## config.mk

```make
export PLATFORM = sky130hd
export DESIGN_NAME = leading_one_decoder
export DESIGN_NICKNAME = d
export VERILOG_FILES = /design/src/rtl/leading_one_decoder.sv
export SDC_FILE = /design/constraint.sdc
export NUM_CORES = 1
export LEC_CHECK = 0
export ABC_CLOCK_PERIOD_IN_PS = 2500
export CAP_MARGIN = 15
export CORE_MARGIN = 8
export CORE_UTILIZATION = 45
export CTS_CLUSTER_SIZE = 20
export DETAILED_ROUTE_END_ITERATION = 16
export PLACE_DENSITY = 0.77
export SLEW_MARGIN = 20
export SYNTH_ARGS = -nofsm -noshare
export SYNTH_HDL_FRONTEND = slang
export SYNTH_SLANG_ARGS = --single-unit
```

## constraint.sdc

```tcl
create_clock -name clk -period 2.5 [get_ports clk]
set_clock_uncertainty 0.15 [all_clocks]
set_input_delay 0.375 -clock clk [delete_from_list [all_inputs] [get_ports clk]]
set_output_delay 0.375 -clock clk [all_outputs]
set_load 0.02 [all_outputs]
```

## src/rtl/leading_one_decoder.sv

```systemverilog
// Iterative leading-one index decoder: rebuilds a one-hot word or a thermometer
// mask from a leading-one index by shifting a single one upward once per cycle.
module leading_one_decoder #(
    parameter int unsigned WIDTH = 9,
    parameter int unsigned IDX_W = 4
) (
    input  logic             clk,
    input  logic             rst_n,
    input  logic             in_valid,
    output logic             in_ready,
    input  logic [IDX_W-1:0] in_index,
    input  logic             in_therm,
    output logic             out_valid,
    input  logic             out_ready,
    output logic [WIDTH-1:0] out_data,
    output logic             out_err,
    output logic             busy
);

    typedef enum logic [1:0] {
        IDLE  = 2'd0,
        SHIFT = 2'd1,
        DONE  = 2'd2
    } state_e;

    state_e           state_q, state_d;
    logic [IDX_W-1:0] count_q, count_d;
    logic [WIDTH-1:0] data_q, data_d;
    logic             err_q, err_d;
    logic             therm_q, therm_d;

    always_ff @(posedge clk or negedge rst_n) begin
        if (!rst_n) begin
            state_q <= IDLE;
            count_q <= '0;
            data_q  <= '0;
            err_q   <= 1'b0;
            therm_q <= 1'b0;
        end else begin
            state_q <= state_d;
            count_q <= count_d;
            data_q  <= data_d;
            err_q   <= err_d;
            therm_q <= therm_d;
        end
    end

    always_comb begin
        state_d = state_q;
        count_d = count_q;
        data_d  = data_q;
        err_d   = err_q;
        therm_d = therm_q;
        unique case (state_q)
            IDLE: begin
                if (in_valid) begin
                    therm_d = in_therm;
                    err_d   = 1'b0;
                    if (in_index == '0) begin
                        data_d  = '0;
                        state_d = DONE;
                    end else if (in_index > IDX_W'(WIDTH)) begin
                        data_d  = '0;
                        err_d   = 1'b1;
                        state_d = DONE;
                    end else begin
                        data_d = {{(WIDTH-1){1'b0}}, 1'b1};
                        if (in_index == IDX_W'(1)) begin
                            state_d = DONE;
                        end else begin
                            // k-1 shifts remain to move the seed bit to position k-1
                            count_d = in_index - IDX_W'(1);
                            state_d = SHIFT;
                        end
                    end
                end
            end
            SHIFT: begin
                data_d  = {data_q[WIDTH-2:0], therm_q};
                count_d = count_q - IDX_W'(1);
                if (count_q == IDX_W'(1)) begin
                    state_d = DONE;
                end
            end
            DONE: begin
                if (out_ready) begin
                    state_d = IDLE;
                end
            end
            default: state_d = IDLE;
        endcase
    end

    assign in_ready  = (state_q == IDLE);
    assign out_valid = (state_q == DONE);
    assign busy      = (state_q != IDLE);
    assign out_data  = data_q;
    assign out_err   = err_q;

endmodule

```

==> out/metrics.yaml, run 1 <==
status: "complete, no violations"
worst_slack_ps: 367.7
wl_per_cell_um: 13.16
ys_warn_count: 0
syn2layout_area_growth_pct: 28.10
max_freq_mhz: 469.0
port_buffers: 21
nFillCells: 194
post-place-ws_ps: 124.1
ys_ff_latch: 17
synthCells: 97
cts_buffers: 3
cp.required_ps: 1980
hp-class: "input pin to asynchronous set/reset pin"
cts_tree: "yes"
grt_pass1_vias: 774
clkPwrFrac_pct: 11.7
cts_root_buffer: "clkbuf_4"
ys_types: 32
p_sw_w: 0.0005143
firstDrtPassIters: 4
p_int_w: 0.0007353
synth_top_flop_cell: "dfrtp_1"
p_per_area_mw_per_mm2: 1064
clk_pin_slew_worst_paths_ps: 90
reg2reg_from: "state_q[1]"
coreArea_mm2: 0.001942
synthesis.area_um2: 917.1
ff2ff_setup_slack_ps: 820
ios: 22
reg2reg_to: "therm_q"
gp_congestion: 0.8430
rsz0062_at_grt: "no"
die_w_um: 61.15
cts_hold_buf: 0
cellLeakagePower_nw: 0.4983
relSlewSlack_pct: 50.66
startpoint_type: "flop"
antennaDiodeCount: 0
worstSetupEndpointType: "output pin"
viasPerCell: 5.349
clkLatencyLatePin_ps: 290
cp.arrival_ps: 1610
seqPwrFrac_pct: 37.6
die_height_um: 61.15
cts_num_sinks: 17
swShare_pct: 41.16
hold_viol: 0
htreeDepth: 1
wirelength_mm: 1.921
drc: 0
ant_nets: 0
die_area_mm2: 0.003739
drt_iter0_markers: 23
drive_above_1_share_pct: 6.723
num_rows: 16
post-route-period-util_pct: 85.29
post-dp-hpwl_mm: 1.431
antenna_found_initial: 0
synth_edf_count: 0
post-place-cells: 142
grt_overflow_total: 0
crit_type: "flop to output pin"
synthArstFlopShare_pct: 100.0
vias: 781
fin_nets: 133
synth_seq_area_share_pct: 46.38
worstMarginPinSlew_ps: 737.8
grt_usage_pct: 11.51
drv_slew: 0
grt_max_degree: 18
p_comb_share_pct: 50.7
drv_cap: 0
ctsResizeCount: 0
worst_ir_drop_vdd_uv: 817.2
start_util_pct: 47.23
grt_pass1_wl_mm: 3.180
clockBufferDepth: 2
cts_setup_buffers: 0
total_power_w: 0.001250
avgSynthCellArea_um2: 9.455
crit_fanout: 7
reg2reg_depth: 3
stdcell_count: 146
fin_crit_ps: 2132
setup_viol: 0
setup_tns_ps: 0
syn_nets: 110
state kept, by name, summed over array words and instances, names as in the netlist:
signal    cells
count_q       4
out_data      9
out_err       1
state_q       2
therm_q       1
cell families (layout without fill, tap and decap cells):
group                      after synthesis  in the layout  share of synthesized area, %
AOI/OAI and AO/OA                       24             24                         17.33
xor gates and xnor gates                 5              5                         5.595
adders and majority gates                4              4                         5.457
buffers and inverters                    9             31                         3.820
DFF                                     17             17                         46.38
muxes                                    2              2                         2.319
and+or+nand+nor                         36             36                         19.10
cells in the mapped netlist, drive strengths merged (3+ instances only):
cell    instances  area [um^2]
nand2b          3        18.77
inv             6        22.52
nor2            3        11.26
and2            3        21.27
ha              4        50.05
a21oi           4        20.02
xnor2           4        42.55
dfrtp          17        425.4
nand2          18        67.56
o21ai          10        50.05
stage by stage:
step | cell area [um^2] | hold slack [ps] | utilization (%)
finish | 1175 | 364.8 | 60.50
global route | 1175 | 388.8 | 60.50
CTS | 1175 | 373.7 | 60.50
detailed placement | 1149 | 348.4 | 59.15
global placement | 1149 | 322.0 | 59.15
floorplan | 917.1 | -70.59 | -
routing by layer:
| layer | routed length [um] | global-route usage (%) | vias up |
|---|---|---|---|
| li1 | - | - | 378 |
| met1 | 843 | 12.64 | 368 |
| met2 | 900 | 19.10 | 30 |
| met3 | 136 | 3.340 | 5 |
| met4 | 41 | 6.977 | 0 |
| met5 | 0 | 0 | - |
final cells by class:
cell class	instances	area, um^2	area share [%]
timing repair buffer	21	210.2	17.89
tap	27	33.78	2.875
sequential	17	425.4	36.21
multi-input combinational	71	456.7	38.87
clock buffer	4	26.28	2.236
inverter	6	22.52	1.917
cells in the final DEF, fill, tap and decap left out, types with 2 or more instances in the layout:
cell              n
clkdlybuf4s50_1  21
nand2_1          18
dfrtp_1          17
o21ai_0          10
inv_1             6
a21oi_1           4
ha_1              4
nor2_1            3
nand2b_1          3
xnor2_1           3
clkbuf_4          3
nor2b_1           2
and2_1            2
o22ai_1           2
nand3_1           2
nor3_1            2
worst max-delay path by stage:
stage	endpoint	from	slack, ps	cells after the start
2_1_floorplan	count_q[2]	in_index[0]	770	6
3_3_place_gp	count_q[2]	in_index[0]	180	7
3_5_place_dp	count_q[2]	in_index[0]	120	7
4_1_cts	in_ready	state_q[0]	360	2
5_1_grt	in_ready	state_q[1]	270	2
6_report	in_ready	state_q[1]	370	2
power groups by stage:
stage	Clock, W	Combinational (W)	Sequential, W
2_1_floorplan	0	0.000352	0.000511
3_3_place_gp	0	0.000624	0.000466
3_5_place_dp	0	0.000638	0.000473
4_1_cts	0.000149	0.000642	0.000468
5_1_grt	0.000164	0.000691	0.000481
6_report	0.000146	0.000634	0.000470
worst max-delay path, stage by stage (launching register included):
cell and delay (ps):
dfrtp_1 460, nor2_1 210, clkdlybuf4s50_1 650
Note: power is estimated with default switching activity, not from simulation.
==> run 2, diff against run 1 <==
Settings changed: CTS_CLUSTER_SIZE 20 to unset, SKIP_LAST_GASP set to 1.
==> results of run 2 <==
Final layout, timing and power as in run 1 (identical DEF).
==> run 3, diff against run 2 <==
Settings changed: PLACE_DENSITY 0.77 to 0.79, REMOVE_ABC_BUFFERS set to 1.
==> run 3 against run 2 <==
Flip-flop and latch count did not move; fmax is 0.29% higher; non-clock buffer count is the same; final area did not move; critical path type unchanged; clock power about the same; critical path depth unchanged; sequential share of layout area is the same; hold slack worse by 1.2 ps; first-iteration DRC count down 52%; global-route usage up 0.41 points.
==> out/metrics.yaml, run 3 (synthesized netlist as in run 1, its figures left out) <==
cts_tree: "yes"  # unchanged
post-route-period-util_pct: 85.04  # was 85.29%
reg2reg_to: "therm_q"  # unchanged
drt_iter0_markers: 11  # was 23
worst_ir_drop_vdd_uv: 647.9  # was 817.2 uV
grt_overflow_total: 0  # unchanged
fin_crit_ps: 2126  # was 2132 ps
relSlewSlack_pct: 48.52  # was 50.66%
startpoint_type: "flop"  # unchanged
cts_hold_buf: 0  # unchanged
crit_fanout: 7  # unchanged
stdcell_area_mm2: 0.001175  # unchanged
wl_per_cell_um: 13.64  # was 13.16 um
use_met1_pct: 13.33  # was 12.64%
cts_root_buffer: "clkbuf_4"  # unchanged
clockBufferDepth: 2  # unchanged
cellLeakagePower_nw: 0.4983  # unchanged
ff2ff_setup_slack_ps: 830  # was 820 ps
num_rows: 16  # unchanged
htreeDepth: 1  # unchanged
grt_pass1_vias: 784  # was 774
setup_tns_ps: 0  # unchanged
vias: 756  # was 781
firstDrtPassIters: 4  # unchanged
hold_viol: 0  # unchanged
cp.required_ps: 1980  # about the same
ios: 22  # unchanged
met2_usage_pct: 21.04  # was 19.10%
layout_common_cells: "clkdlybuf4s50_1, nand2_1, dfrtp_1"  # unchanged
wirelength_mm: 1.992  # was 1.921 mm
reg2reg_from: "state_q[1]"  # unchanged
status: "complete, no violations"  # unchanged
coreArea_mm2: 0.001942  # unchanged
die_w_um: 61.15  # unchanged
clk_pin_slew_worst_paths_ps: 90  # about the same
drc: 0  # unchanged
die_area_mm2: 0.003739  # unchanged
critPathTopFamily: "buffers and inverters"  # unchanged
port_buffers: 21  # unchanged
min_path_cells: 1
min_to: "therm_q"
met3_usage_pct: 1.461  # was 3.340%
post-dp-hpwl_mm: 1.525  # was 1.431 mm
drive_above_1_share_pct: 6.723  # unchanged
worstMarginPinSlew_ps: 769.8  # was 737.8 ps
cts_num_sinks: 17  # unchanged
hp-class: "flop to flop"  # was input pin to asynchronous set/reset pin
viasPerCell: 5.178  # was 5.349
ctsResizeCount: 0  # unchanged
reg2reg_depth: 3  # unchanged
crit_chain: "nor2_1, clkdlybuf4s50_1"  # unchanged
p_per_area_mw_per_mm2: 1062  # was 1064 mW/mm^2
worst_hold_slack_ps: 363.6  # was 364.8 ps
cts_buffers: 3  # unchanged
cp.arrival_ps: 1600  # was 1610 ps
dpl-instance-area_mm2: 0.001149  # unchanged
busiest_layer: "met2"  # unchanged
final_common_cell: "clkdlybuf4s50_1"  # unchanged
grt_max_degree: 18  # unchanged
cts_setup_buffers: 0  # unchanged
max_freq_mhz: 470.4  # was 469.0 MHz
crit_type: "flop to output pin"  # unchanged
antenna_found_initial: 0  # unchanged
nFillCells: 189  # was 194
clkLatencyLatePin_ps: 290  # about the same
ant_nets: 0  # unchanged
cpPeakStageDelay_ps: 660  # was 650 ps
grt_usage_pct: 11.92  # was 11.51%
syn2layout_area_growth_pct: 28.10  # unchanged
antennaDiodeCount: 0  # unchanged
crit_buf_inv: 1  # unchanged
grt_pass1_wl_mm: 3.387  # was 3.180 mm
largest_reg_flops: 9  # unchanged
stdcell_count: 146  # unchanged
post-place-cells: 142  # unchanged
worstSetupEndpointType: "output pin"  # unchanged
gp_congestion: 0.7522  # was 0.8430
setup_viol: 0  # unchanged
die_height_um: 61.15  # unchanged
rsz0062_at_grt: "no"  # unchanged
drv_slew: 0  # unchanged
drv_cap: 0  # unchanged
cpMaxStageDelayCell: "clkdlybuf4s50_1"  # unchanged
min_from: "therm_q"
start_util_pct: 47.23  # unchanged
fin_nets: 133  # unchanged
-- run 3: cell counts in the layout (fill, tap and decap cells not counted) --
No cell type changed its count.
-- run 3: cell type report --
cell class              count  area (um^2)  share of cell area, %
multi-input cells          71        456.7                  38.87
flip-flops and latches     17        425.4                  36.21
repair buffers             21        210.2                  17.89
well taps                  27        33.78                  2.875
clock buffers               4        26.28                  2.236
inverters                   6        22.52                  1.917
-- run 3: per-layer routing --
metal  wire length [um]  up-vias
met5                  0        -
met4                 51        0
met3                115        4
met2                992       27
met1                833      349
li1                   -      376
-- run 3: how the worst max path moves through the flow --
stage | from | end | slack, ps | cells past startpoint
final | state_q[1] | in_ready | 370 | 2
after global routing | state_q[1] | in_ready | 300 | 2
after CTS | state_q[1] | in_ready | 370 | 2
after detailed placement | in_index[0] | count_q[2] | 130 | 7
after global placement | in_index[0] | count_q[2] | 180 | 7
after floorplan | state_q[0] | therm_q | 760 | 3
-- run 3: metrics by stage --
step	worst slack [ps]	total power (W)	utilization [%]
after floorplan	755.5	0.0008502	-
after global placement	176.3	0.001092	59.15
after detailed placement	133.2	0.001114	59.15
after CTS	368.5	0.001260	60.50
after global routing	297.6	0.001342	60.50
final	373.9	0.001247	60.50
-- run 3: report_power, final --
group / internal, W / leakage [nW] / switching [W]
registers: 0.000378 / 0.215 / 0.0000921
logic: 0.000295 / 0.268 / 0.000339
clock network: 0.0000620 / 0.0150 / 0.0000817
